**config.mk**
```make
export PLATFORM = sky130hd
export DESIGN_NAME = pipeline_stall_ctrl_flat
export DESIGN_NICKNAME = d
export VERILOG_FILES = /design/src/rtl/pipeline_stall_ctrl_if.sv /design/src/rtl/pipeline_stall_ctrl.sv /design/src/flat_wrapper.sv
export SDC_FILE = /design/constraint.sdc
export NUM_CORES = 1
export LEC_CHECK = 0
export CAP_MARGIN = 40
export CORE_UTILIZATION = 47
export CTS_CLUSTER_SIZE = 20
export DETAILED_ROUTE_END_ITERATION = 10
export PLACE_DENSITY = 0.89
export SYNTH_ARGS = -nofsm -noshare
export SYNTH_HDL_FRONTEND = slang
export SYNTH_SLANG_ARGS = --single-unit
```
**constraint.sdc**
```tcl
create_clock -name clk_i -period 2.8 [get_ports clk_i]
set_clock_uncertainty 0.15 [all_clocks]
set_input_delay 0.42 -clock clk_i [delete_from_list [all_inputs] [get_ports clk_i]]
set_output_delay 0.42 -clock clk_i [all_outputs]
set_load 0.05 [all_outputs]
```
**src/rtl/pipeline_stall_ctrl_if.sv**
```systemverilog
// ---------------------------------------------------------------------------
// pipeline_stall_ctrl_if
// Groups the hazard-detection inputs, D-cache handshake and the pipeline
// control outputs of pipeline_stall_ctrl.
//
// D-cache handshake: DCache_req_i is high for every cycle the MEM stage has
// an access outstanding; DCache_ack_i is high in the single cycle the access
// completes (a hit acks in the request cycle, a miss acks when the fill is
// done). A cycle with req high and ack low is a miss/wait cycle.
//
// Modports:
//   master - pipeline side: drives hazard/cache inputs, consumes controls
//   slave  - stall controller: consumes inputs, drives controls/status
// ---------------------------------------------------------------------------
interface pipeline_stall_ctrl_if;
  logic       ID_EX_MemRead_i;
  logic [4:0] ID_EX_RtAddr_i;
  logic [4:0] IF_ID_RsAddr_i;
  logic [4:0] IF_ID_RtAddr_i;
  logic       Branch_taken_i;
  logic       Jump_i;
  logic       DCache_req_i;
  logic       DCache_ack_i;
  logic       PC_Write_o;
  logic       IF_ID_Write_o;
  logic       IF_ID_Flush_o;
  logic       Ctrl_Bubble_o;
  logic       CacheStall_o;
  logic [1:0] State_o;
  logic       Error_o;

  modport master (
    output ID_EX_MemRead_i, ID_EX_RtAddr_i, IF_ID_RsAddr_i, IF_ID_RtAddr_i,
           Branch_taken_i, Jump_i, DCache_req_i, DCache_ack_i,
    input  PC_Write_o, IF_ID_Write_o, IF_ID_Flush_o, Ctrl_Bubble_o,
           CacheStall_o, State_o, Error_o
  );

  modport slave (
    input  ID_EX_MemRead_i, ID_EX_RtAddr_i, IF_ID_RsAddr_i, IF_ID_RtAddr_i,
           Branch_taken_i, Jump_i, DCache_req_i, DCache_ack_i,
    output PC_Write_o, IF_ID_Write_o, IF_ID_Flush_o, Ctrl_Bubble_o,
           CacheStall_o, State_o, Error_o
  );
endinterface

```
**src/rtl/pipeline_stall_ctrl.sv**
```systemverilog
// ---------------------------------------------------------------------------
// pipeline_stall_ctrl
// Central hazard/stall sequencer for the 5-stage MIPS pipeline. Arbitrates
// D-cache miss, load-use hazard and branch/jump flush, and traps a cache
// access that never completes (watchdog).
//
// Parameters:
//   TIMEOUT - cache-wait cycles before the trap; 0 disables the watchdog
//   CNT_W   - width of the stall statistics counters
//
// Ports:
//   clk_i  - clock, all state updates on posedge
//   rst_i  - synchronous active-high reset
//   bus    - pipeline_stall_ctrl_if.slave (hazard inputs, cache handshake,
//            PC/IF_ID write enables, flush, bubble, freeze, State_o, Error_o)
//
// Optional feature, macro STALL_CNT_EN:
//   adds StallCache_o / StallHazard_o / FlushCnt_o (CNT_W each), counting
//   miss, load-use stall and flush cycles; saturating, frozen in ERR.
//
// Stall outputs are combinational so a miss freezes the pipe in the very
// cycle it is seen; State_o and Error_o are registered.
// ---------------------------------------------------------------------------
module pipeline_stall_ctrl #(
  parameter int unsigned TIMEOUT = 1024,
  parameter int unsigned CNT_W   = 32
) (
  input  logic                 clk_i,
  input  logic                 rst_i,
  pipeline_stall_ctrl_if.slave bus
`ifdef STALL_CNT_EN
  ,
  output logic [CNT_W-1:0]     StallCache_o,
  output logic [CNT_W-1:0]     StallHazard_o,
  output logic [CNT_W-1:0]     FlushCnt_o
`endif
);

  typedef enum logic [1:0] {
    ST_RUN    = 2'b00,
    ST_HAZARD = 2'b01,
    ST_CACHE  = 2'b10,
    ST_ERR    = 2'b11
  } state_e;

  localparam int unsigned WCW = (TIMEOUT > 2) ? $clog2(TIMEOUT) : 1;
  localparam logic [WCW-1:0] TO_LAST = WCW'((TIMEOUT > 0) ? TIMEOUT - 1 : 0);
  localparam logic WD_EN = (TIMEOUT != 0);

  state_e         state_q;
  logic [WCW-1:0] wait_cnt_q;
  logic           error_q;

  logic miss;
  logic load_use;
  logic cache_wait;
  logic hazard_stall;
  logic flush_act;

  assign miss = bus.DCache_req_i & ~bus.DCache_ack_i;

  assign load_use = bus.ID_EX_MemRead_i & (bus.ID_EX_RtAddr_i != 5'd0) &
                    ((bus.ID_EX_RtAddr_i == bus.IF_ID_RsAddr_i) |
                     (bus.ID_EX_RtAddr_i == bus.IF_ID_RtAddr_i));

  // While waiting in CACHE the freeze holds until ack even if the request
  // line were to drop, so the pipe never advances over an unfinished access.
  assign cache_wait   = miss | ((state_q == ST_CACHE) & ~bus.DCache_ack_i);
  assign hazard_stall = load_use & ~cache_wait;
  assign flush_act    = (bus.Branch_taken_i | bus.Jump_i) & ~cache_wait & ~load_use;

  // Control outputs, priority: reset > ERR > miss > load_use > flush.
  always_comb begin
    bus.PC_Write_o    = 1'b1;
    bus.IF_ID_Write_o = 1'b1;
    bus.IF_ID_Flush_o = 1'b0;
    bus.Ctrl_Bubble_o = 1'b0;
    bus.CacheStall_o  = 1'b0;
    if (rst_i) begin
      bus.PC_Write_o    = 1'b0;
      bus.IF_ID_Write_o = 1'b0;
      bus.IF_ID_Flush_o = 1'b1;
      bus.Ctrl_Bubble_o = 1'b1;
    end else if (state_q == ST_ERR || cache_wait) begin
      bus.PC_Write_o    = 1'b0;
      bus.IF_ID_Write_o = 1'b0;
      bus.CacheStall_o  = 1'b1;
    end else if (hazard_stall) begin
      bus.PC_Write_o    = 1'b0;
      bus.IF_ID_Write_o = 1'b0;
      bus.Ctrl_Bubble_o = 1'b1;
    end else if (flush_act) begin
      bus.IF_ID_Flush_o = 1'b1;
    end
  end

  // State machine with watchdog counter and sticky error flag.
  always_ff @(posedge clk_i) begin
    if (rst_i) begin
      state_q    <= ST_RUN;
      wait_cnt_q <= '0;
      error_q    <= 1'b0;
    end else begin
      case (state_q)
        ST_CACHE: begin
          if (bus.DCache_ack_i) begin
            state_q <= ST_RUN;
          end else if (WD_EN && wait_cnt_q == TO_LAST) begin
            state_q <= ST_ERR;
            error_q <= 1'b1;
          end else begin
            wait_cnt_q <= wait_cnt_q + 1'b1;
          end
        end
        ST_ERR: begin
          state_q <= ST_ERR;
        end
        default: begin
          // RUN and HAZARD share transitions; a load-use seen in HAZARD
          // is simply a fresh hazard.
          if (miss) begin
            state_q    <= ST_CACHE;
            wait_cnt_q <= '0;
          end else if (load_use) begin
            state_q <= ST_HAZARD;
          end else begin
            state_q <= ST_RUN;
          end
        end
      endcase
    end
  end

  assign bus.State_o = state_q;
  assign bus.Error_o = error_q;

`ifdef STALL_CNT_EN
  logic [CNT_W-1:0] cnt_cache_q;
  logic [CNT_W-1:0] cnt_hazard_q;
  logic [CNT_W-1:0] cnt_flush_q;

  always_ff @(posedge clk_i) begin
    if (rst_i) begin
      cnt_cache_q  <= '0;
      cnt_hazard_q <= '0;
      cnt_flush_q  <= '0;
    end else if (state_q != ST_ERR) begin
      if (cache_wait && !(&cnt_cache_q))
        cnt_cache_q <= cnt_cache_q + 1'b1;
      if (hazard_stall && !(&cnt_hazard_q))
        cnt_hazard_q <= cnt_hazard_q + 1'b1;
      if (flush_act && !(&cnt_flush_q))
        cnt_flush_q <= cnt_flush_q + 1'b1;
    end
  end

  assign StallCache_o  = cnt_cache_q;
  assign StallHazard_o = cnt_hazard_q;
  assign FlushCnt_o    = cnt_flush_q;
`endif

endmodule
```
**src/flat_wrapper.sv**
```systemverilog
// flat-port wrapper written by rule: the top's interface ports become plain ports
module pipeline_stall_ctrl_flat 
#(
  parameter int unsigned TIMEOUT = 1024,
  parameter int unsigned CNT_W   = 32
)
  (clk_i, rst_i, bus_ID_EX_MemRead_i, bus_ID_EX_RtAddr_i, bus_IF_ID_RsAddr_i, bus_IF_ID_RtAddr_i, bus_Branch_taken_i, bus_Jump_i, bus_DCache_req_i, bus_DCache_ack_i, bus_PC_Write_o, bus_IF_ID_Write_o, bus_IF_ID_Flush_o, bus_Ctrl_Bubble_o, bus_CacheStall_o, bus_State_o, bus_Error_o);
  pipeline_stall_ctrl_if bus_i ();
  input  logic clk_i;
  input  logic rst_i;
  input wire logic [$bits(bus_i.ID_EX_MemRead_i)-1:0] bus_ID_EX_MemRead_i;
  input wire logic [$bits(bus_i.ID_EX_RtAddr_i)-1:0] bus_ID_EX_RtAddr_i;
  input wire logic [$bits(bus_i.IF_ID_RsAddr_i)-1:0] bus_IF_ID_RsAddr_i;
  input wire logic [$bits(bus_i.IF_ID_RtAddr_i)-1:0] bus_IF_ID_RtAddr_i;
  input wire logic [$bits(bus_i.Branch_taken_i)-1:0] bus_Branch_taken_i;
  input wire logic [$bits(bus_i.Jump_i)-1:0] bus_Jump_i;
  input wire logic [$bits(bus_i.DCache_req_i)-1:0] bus_DCache_req_i;
  input wire logic [$bits(bus_i.DCache_ack_i)-1:0] bus_DCache_ack_i;
  output wire logic [$bits(bus_i.PC_Write_o)-1:0] bus_PC_Write_o;
  output wire logic [$bits(bus_i.IF_ID_Write_o)-1:0] bus_IF_ID_Write_o;
  output wire logic [$bits(bus_i.IF_ID_Flush_o)-1:0] bus_IF_ID_Flush_o;
  output wire logic [$bits(bus_i.Ctrl_Bubble_o)-1:0] bus_Ctrl_Bubble_o;
  output wire logic [$bits(bus_i.CacheStall_o)-1:0] bus_CacheStall_o;
  output wire logic [$bits(bus_i.State_o)-1:0] bus_State_o;
  output wire logic [$bits(bus_i.Error_o)-1:0] bus_Error_o;
  assign bus_i.ID_EX_MemRead_i = bus_ID_EX_MemRead_i;
  assign bus_i.ID_EX_RtAddr_i = bus_ID_EX_RtAddr_i;
  assign bus_i.IF_ID_RsAddr_i = bus_IF_ID_RsAddr_i;
  assign bus_i.IF_ID_RtAddr_i = bus_IF_ID_RtAddr_i;
  assign bus_i.Branch_taken_i = bus_Branch_taken_i;
  assign bus_i.Jump_i = bus_Jump_i;
  assign bus_i.DCache_req_i = bus_DCache_req_i;
  assign bus_i.DCache_ack_i = bus_DCache_ack_i;
  assign bus_PC_Write_o = bus_i.PC_Write_o;
  assign bus_IF_ID_Write_o = bus_i.IF_ID_Write_o;
  assign bus_IF_ID_Flush_o = bus_i.IF_ID_Flush_o;
  assign bus_Ctrl_Bubble_o = bus_i.Ctrl_Bubble_o;
  assign bus_CacheStall_o = bus_i.CacheStall_o;
  assign bus_State_o = bus_i.State_o;
  assign bus_Error_o = bus_i.Error_o;
  pipeline_stall_ctrl #(.TIMEOUT(TIMEOUT), .CNT_W(CNT_W)) u_core (.clk_i(clk_i), .rst_i(rst_i), .bus(bus_i));
endmodule
```
# Word-level counts from Yosys, hierarchy flattened
# Cells that the tools add are included.
[op_classes]
n_shift = 0
n_div = 0
n_mux = 21
add_sub_neg = 1
bitwise = 14
n_eq_ne = 8
magnitude_cmp = 0
n_reduce_logical = 5
n_mul = 0
[op_table]
columns = ["cell", "count"]
rows = [
  ["10-bit two-way mux", 3],
  ["10-bit one-hot mux with 2 select lines", 1],
  ["1-bit two-way mux", 13],
  ["10-bit by 1-bit adder with 10-bit output (second input constant)", 1],
  ["10-bit == test (second input constant)", 1],
  ["5-bit == test", 2],
  ["1-bit bitwise AND", 7],
  ["2-bit two-way mux", 3],
  ["5-bit nonzero test", 1],
  ["2-bit == test (second input constant)", 2],
  ["2-bit != test (second input constant)", 2],
  ["1-bit inverter", 4],
  ["2-bit one-hot mux with 2 select lines", 1],
  ["4-bit AND reduction", 1],
  ["3-bit != test (second input constant)", 1],
  ["1-bit bitwise OR", 3],
  ["3-bit AND reduction", 1],
  ["2-bit nonzero test", 1],
  ["1-bit logical OR", 1],
]
[totals]
mem_bits_rw = 0
regBits = 13
rom_bits = 0
n_memories = 0
latchBits = 0
out_inout_bits = 8
input_bits = 22
elab_cells = 52

# Logic depth before layout (Yosys ltp)
# Gate-level depths: netlist (run 1).
[logic_depth]
ltp_word = 10
mapped_depth = 5
mapped_depth_nobuf = 5

# Worst setup path before layout (run 1)
# No wires, ideal clock.
[synth_path]
path_kind = "reg-to-output"
startpoint = "register u_core.state_q[1] (netlist: u_core.bus.State_o[1])"
endpoint = "output port bus_PC_Write_o"
slack_ns = -0.224
n_path_buf = 2
required_time_ns = 2.230
arrival_time_ns = 2.454
stages_incl_launch_ff = 5
path_cell_list = "dfxtp_1 or3b_1 buf_2 a31oi_1 buf_4"
[synth_via]
elab_chain_cells = 8
word_cells_on_any_way = 10
cone_classes = "eq/ne (2); mux (3); bitwise (4); reduce/logical (1)"
[synth_lines]
columns = ["item", "line", "source"]
rows = [
  ["start: declaration", "pipeline_stall_ctrl.sv:50", "state_e state_q;"],
  ["start signal: assignment", "pipeline_stall_ctrl.sv:100", "state_q <= ST_RUN;"],
  ["start signal: assignment", "pipeline_stall_ctrl.sv:107", "state_q <= ST_RUN;"],
  ["start signal: assignment", "pipeline_stall_ctrl.sv:109", "state_q <= ST_ERR;"],
  ["2-bit == test", "pipeline_stall_ctrl.sv:68", "assign cache_wait = miss | ((state_q == ST_CACHE) & ~bus.DCache_ack_i);"],
  ["1-bit bitwise AND", "pipeline_stall_ctrl.sv:68", ""],
  ["1-bit bitwise OR", "pipeline_stall_ctrl.sv:68", ""],
  ["1-bit inverter", "pipeline_stall_ctrl.sv:69", "assign hazard_stall = load_use & ~cache_wait;"],
  ["1-bit bitwise AND", "pipeline_stall_ctrl.sv:69", ""],
  ["1-bit two-way mux", "--", ""],
  ["1-bit two-way mux * (2 in series)", "--", ""],
  ["end: declaration", "flat_wrapper.sv:19", "output wire logic [$bits(bus_i.PC_Write_o)-1:0] bus_PC_Write_o;"],
]
# Mark *: on every way between the ends. The rest lies on a longest branch, timed or not.

# Worst setup path in the final report (run 1)
[layout_path]
startpoint = "input port bus_ID_EX_RtAddr_i[1]"
endpoint = "output port bus_PC_Write_o"
[layout_via]
elab_chain_cells = 7
word_cells_on_any_way = 10
cone_classes = "eq/ne (2); mux (3); bitwise (4); reduce/logical (1)"
[layout_lines]
columns = ["item", "line", "source"]
rows = [
  ["start: declaration", "flat_wrapper.sv:12", "input wire logic [$bits(bus_i.ID_EX_RtAddr_i)-1:0] bus_ID_EX_RtAddr_i;"],
  ["5-bit == test, or another cell as far along", "pipeline_stall_ctrl.sv:63", "((bus.ID_EX_RtAddr_i == bus.IF_ID_RsAddr_i) |"],
  ["1-bit bitwise OR / 1-bit bitwise AND (equally long branches)", "pipeline_stall_ctrl.sv:63, pipeline_stall_ctrl.sv:62", ""],
  ["1-bit bitwise AND *", "pipeline_stall_ctrl.sv:62", "assign load_use = bus.ID_EX_MemRead_i & (bus.ID_EX_RtAddr_i != 5'd0) &"],
  ["1-bit bitwise AND *", "pipeline_stall_ctrl.sv:69", ""],
  ["1-bit two-way mux *", "pipeline_stall_ctrl.sv:88", "end else if (hazard_stall) begin"],
  ["1-bit two-way mux *", "pipeline_stall_ctrl.sv:84", "end else if (state_q == ST_ERR || cache_wait) begin"],
  ["1-bit two-way mux *", "pipeline_stall_ctrl.sv:79", "if (rst_i) begin"],
]
# Marked as above.

==> run_summary.xml, run 1 <==
<?xml version="1.0" encoding="UTF-8"?>
<metrics>
  <group name="global_routing">
    <metric name="total_track_usage" unit="%">25.1</metric>
    <metric name="grt_max_degree" unit="">10</metric>
    <metric name="grt_first_pass_wirelength" unit="mm">3.73</metric>
    <metric name="initial_antenna_violation_count" unit="">0</metric>
    <metric name="first_global_vias" unit="">888</metric>
    <metric name="grt_overflow_total" unit="">0</metric>
  </group>
  <group name="sta">
    <metric name="post-route-period-util" unit="%">96.1</metric>
    <metric name="finalSetupTns" unit="ns">0</metric>
    <metric name="grt_setup_unrepaired" unit="">false</metric>
    <metric name="setup-violations-final" unit="">0</metric>
    <metric name="final_count_of_hold_timing_violations" unit="">0</metric>
    <metric name="slew_headroom" unit="%">56.8</metric>
    <metric name="fin_crit" unit="ns">2.69</metric>
    <metric name="fmax" unit="MHz">372</metric>
    <metric name="hold_ws" unit="ns">0.344</metric>
    <metric name="worst_max_slew_pin_slew" unit="ns">0.644</metric>
    <metric name="final_max_slew_viol_count" unit="">0</metric>
  </group>
  <group name="final_layout">
    <metric name="fraction_of_final_layout_cells_sized_beyond_drive_strength_1" unit="%">15.1</metric>
    <metric name="layout_commonest_cell" unit="">clkdlybuf4s50_1</metric>
    <metric name="design.final.nets" unit="">163</metric>
    <metric name="most_frequent_cells_in_the_layout" unit="">24 x clkdlybuf4s50_1, 13 x dfxtp_1, 11 x xnor2_1</metric>
    <metric name="antenna_cells_inserted" unit="">0</metric>
    <metric name="area.growth.synth_to_final" unit="%">47.9</metric>
    <metric name="finalInstanceArea" unit="mm2">0.00126</metric>
    <metric name="layout.cells.non_filler" unit="">164</metric>
  </group>
  <group name="die">
    <metric name="floorplan.core_area" unit="mm2">0.00171</metric>
    <metric name="die_w" unit="um">44.5</metric>
    <metric name="floorplan.die.height" unit="um">44.5</metric>
    <metric name="io-pin-count" unit="">30</metric>
    <metric name="initial_utilization" unit="%">49.8</metric>
    <metric name="fp.dieArea" unit="mm2">0.00198</metric>
    <metric name="row_count" unit="">15</metric>
  </group>
  <group name="placed_design">
    <metric name="placement.io_buffers" unit="">29</metric>
    <metric name="place_inst" unit="">160</metric>
    <metric name="placed_area" unit="mm2">0.00123</metric>
    <metric name="gpl.final_weighted_congestion" unit="">0.773</metric>
    <metric name="detailed_place_hpwl" unit="mm">1.81</metric>
  </group>
  <group name="yosys">
    <metric name="post_synth_num_cell_types" unit="">38</metric>
    <metric name="postSynthNetCount" unit="">126</metric>
    <metric name="synthesis.yosys.warnings" unit="">0</metric>
    <metric name="ys_seq_elements" unit="">13</metric>
    <metric name="syn-instance-count" unit="">103</metric>
    <metric name="syn-cell-area" unit="um2">851</metric>
    <metric name="synthesis.area_per_instance" unit="um2">8.26</metric>
    <metric name="synth.yosys.seq_area_share" unit="%">30.6</metric>
  </group>
  <group name="detailed_routing">
    <metric name="viasPerCell" unit="">5.53</metric>
    <metric name="routed_wirelength" unit="mm">2.27</metric>
    <metric name="post_drt_wl_per_cell" unit="um">13.9</metric>
    <metric name="vias" unit="">907</metric>
    <metric name="detailedRoute.firstPassIterationCount" unit="">4</metric>
    <metric name="drt_first_iter_violations" unit="">17</metric>
    <metric name="post-route-drc-count" unit="">0</metric>
    <metric name="number_of_nets_still_failing_antenna_checks_after_routing" unit="">0</metric>
  </group>
  <group name="power_and_ir_drop">
    <metric name="power_leakage" unit="nW">0.438</metric>
    <metric name="power.density_cell_area" unit="mW/mm2">353</metric>
    <metric name="worst_ir_drop_vdd" unit="uV">210</metric>
  </group>
  <group name="clock_network">
    <metric name="postCtsSetupRepairBufs" unit="">0</metric>
    <metric name="cts-root-to-sink-buffers" unit="">2</metric>
    <metric name="htreeDepth" unit="">1</metric>
    <metric name="cts_inserted_buffers" unit="">3</metric>
    <metric name="clock_pin_slew_of_the_registers_on_the_worst_case_setup_and_hold_paths" unit="ns">0.09</metric>
    <metric name="clk_latency" unit="ns">0.28</metric>
    <metric name="tritoncts" unit="">yes</metric>
    <metric name="cts.sink_count" unit="">13</metric>
    <metric name="clockRootBuffer" unit="">clkbuf_4</metric>
    <metric name="hold_buffers" unit="">0</metric>
    <metric name="cts-resized-gates" unit="">0</metric>
  </group>
  <group name="worst_setup_path">
    <metric name="rr_worst_depth" unit="">5</metric>
    <metric name="worst-endpoint-arrival" unit="ns">2.12</metric>
    <metric name="worst_endpoint_required_time" unit="ns">2.23</metric>
    <metric name="path_max_fanout" unit="">4</metric>
    <metric name="path_cells" unit="">clkdlybuf4s50_1 -&gt; or4_1 -&gt; o21a_1 -&gt; a31oi_2 -&gt; buf_12</metric>
    <metric name="setup.worst_path.class" unit="">in2out</metric>
    <metric name="regToRegSetupSlack" unit="ns">0.71</metric>
    <metric name="critical_path.n_buffers_inverters" unit="">2</metric>
    <metric name="rr_startpoint" unit="">u_core.wait_cnt_q[0]</metric>
    <metric name="worstReg2RegEnd" unit="">u_core.bus.State_o[0]</metric>
    <metric name="path_delay_family" unit="">buffers and inverters</metric>
    <metric name="critPathMaxStageDelay" unit="ns">0.49</metric>
    <metric name="cp-end-kind" unit="">output pin</metric>
    <metric name="start_kind" unit="">input port</metric>
    <metric name="cp_slowest_cell" unit="">or4_1</metric>
  </group>
  <group name="hold_path">
    <metric name="worst_hold_path_type" unit="">reg2reg</metric>
    <metric name="min_to" unit="">u_core.wait_cnt_q[8]</metric>
    <metric name="hold-path-cell-count" unit="">2</metric>
    <metric name="worstHoldStart" unit="">u_core.wait_cnt_q[8]</metric>
  </group>
  <group name="outcome">
    <metric name="outcome" unit="">completed</metric>
  </group>
  <group name="flow_run">
    <metric name="cap_violations" unit="">0</metric>
  </group>
</metrics>
==> synth_stat cells, drive strengths merged <==
master   number  area, um2
ha            1       12.5
buf           2       12.5
a2111oi       1       15.0
a31o          1       8.76
o2111ai       1       8.76
dfxtp        13        260
nor2          9       33.8
nor3          3       15.0
xor2          1       8.76
o2bb2ai       1       8.76
or3b          2       17.5
inv           3       11.3
a31oi         3       18.8
nand4         3       25.0
o41ai         1       8.76
a41oi         1       8.76
nand2         9       33.8
and4          1       8.76
nand3         6       30.0
o22ai         1       6.26
and2          1       6.26
nand3b        1       7.51
a211oi        1       7.51
nor3b         1       18.8
nand2b        2       12.5
or4           4       30.0
o31ai         4       35.0
and3          1       6.26
nor2b         2       12.5
xnor2        11       96.3
o21a          1       7.51
a21oi         8       40.0
clkbuf        1       3.75
or2           1       6.26
o211ai        1       7.51
==> worst reg2reg max path, cell delays in order, from the launching register on <==
cell and delay, ns:
dfxtp_1 0.42, ha_1 0.27, nand3_1 0.17, o31ai_2 0.57
and4_1 0.31, o2bb2ai_1 0.13
==> report_power, final <==
group | internal, W | leakage, nW | switching (W) | total (W)
clock network | 0.0000552 | 0.0150 | 0.0000642 | 0.000119
registers | 0.000187 | 0.105 | 0.00000316 | 0.000190
logic | 0.0000692 | 0.318 | 0.0000654 | 0.000135
total | 0.000311 | 0.438 | 0.000133 | 0.000444
==> state kept, by name, indices dropped and copies added, names as in the netlist <==
register and flops:
u_core.wait_cnt_q 10, u_core.bus.Error_o 1, u_core.bus.State_o 2
==> cell families after synthesis <==
| group | synth area share, % |
|---|---|
| buf+inv | 3.23 |
| simple gates | 31.0 |
| flops | 30.6 |
| fa+ha+maj | 1.47 |
| xor+xnor | 12.4 |
| compound gates | 21.3 |
==> metrics by stage <==
| step | utilization (%) | total power (W) | setup slack, ns |
|---|---|---|---|
| detailed placement | 72.2 | 0.000328 | 0.116 |
| global route | 73.7 | 0.000463 | 0.0354 |
| finish | 73.7 | 0.000444 | 0.109 |
| global placement | 72.2 | 0.000324 | 0.140 |
| floorplan | - | 0.000259 | 0.0916 |
| CTS | 73.7 | 0.000446 | 0.0998 |
==> metal layers <==
metal / wire length, um / up-vias / track usage (%)
met5: 0 / - / 0
met4: 8 / 0 / 7.88
met3: 118 / 2 / 6.94
met2: 1170 / 32 / 45.3
met1: 978 / 420 / 28.3
li1: - / 453 / -
==> layout make-up <==
type                       instances  area, um2
inverter                           3       11.3
clock buffer                       4       26.3
fill                             111        449
multi-input combinational         84        569
timing repair buffer              35        360
tap                               25       31.3
sequential                        13        260
==> worst max-delay path by stage <==
| stage | from | end | slack [ns] | cells past startpoint |
|---|---|---|---|---|
| global route | bus_ID_EX_RtAddr_i[1] | bus_IF_ID_Write_o | 0.04 | 5 |
| floorplan | u_core.bus.State_o[1] | bus_PC_Write_o | 0.09 | 4 |
| CTS | bus_ID_EX_RtAddr_i[1] | bus_PC_Write_o | 0.1 | 5 |
| finish | bus_ID_EX_RtAddr_i[1] | bus_PC_Write_o | 0.11 | 5 |
| global placement | bus_ID_EX_RtAddr_i[1] | bus_IF_ID_Write_o | 0.14 | 5 |
| detailed placement | bus_ID_EX_RtAddr_i[1] | bus_PC_Write_o | 0.12 | 5 |
No activity file was read; power rests on OpenSTA's default activity.
==> run 2, diff against run 1 <==
--- a/config.mk
+++ b/config.mk
@@ -5,7 +5,7 @@
 export SDC_FILE = /design/constraint.sdc
 export NUM_CORES = 1
 export LEC_CHECK = 0
-export CAP_MARGIN = 40
+export CAP_MARGIN = 20
 export CORE_UTILIZATION = 47
 export CTS_CLUSTER_SIZE = 20
 export DETAILED_ROUTE_END_ITERATION = 10
==> results of run 2 <==
No change in the layout: final DEF, timing and power equal those of run 1.
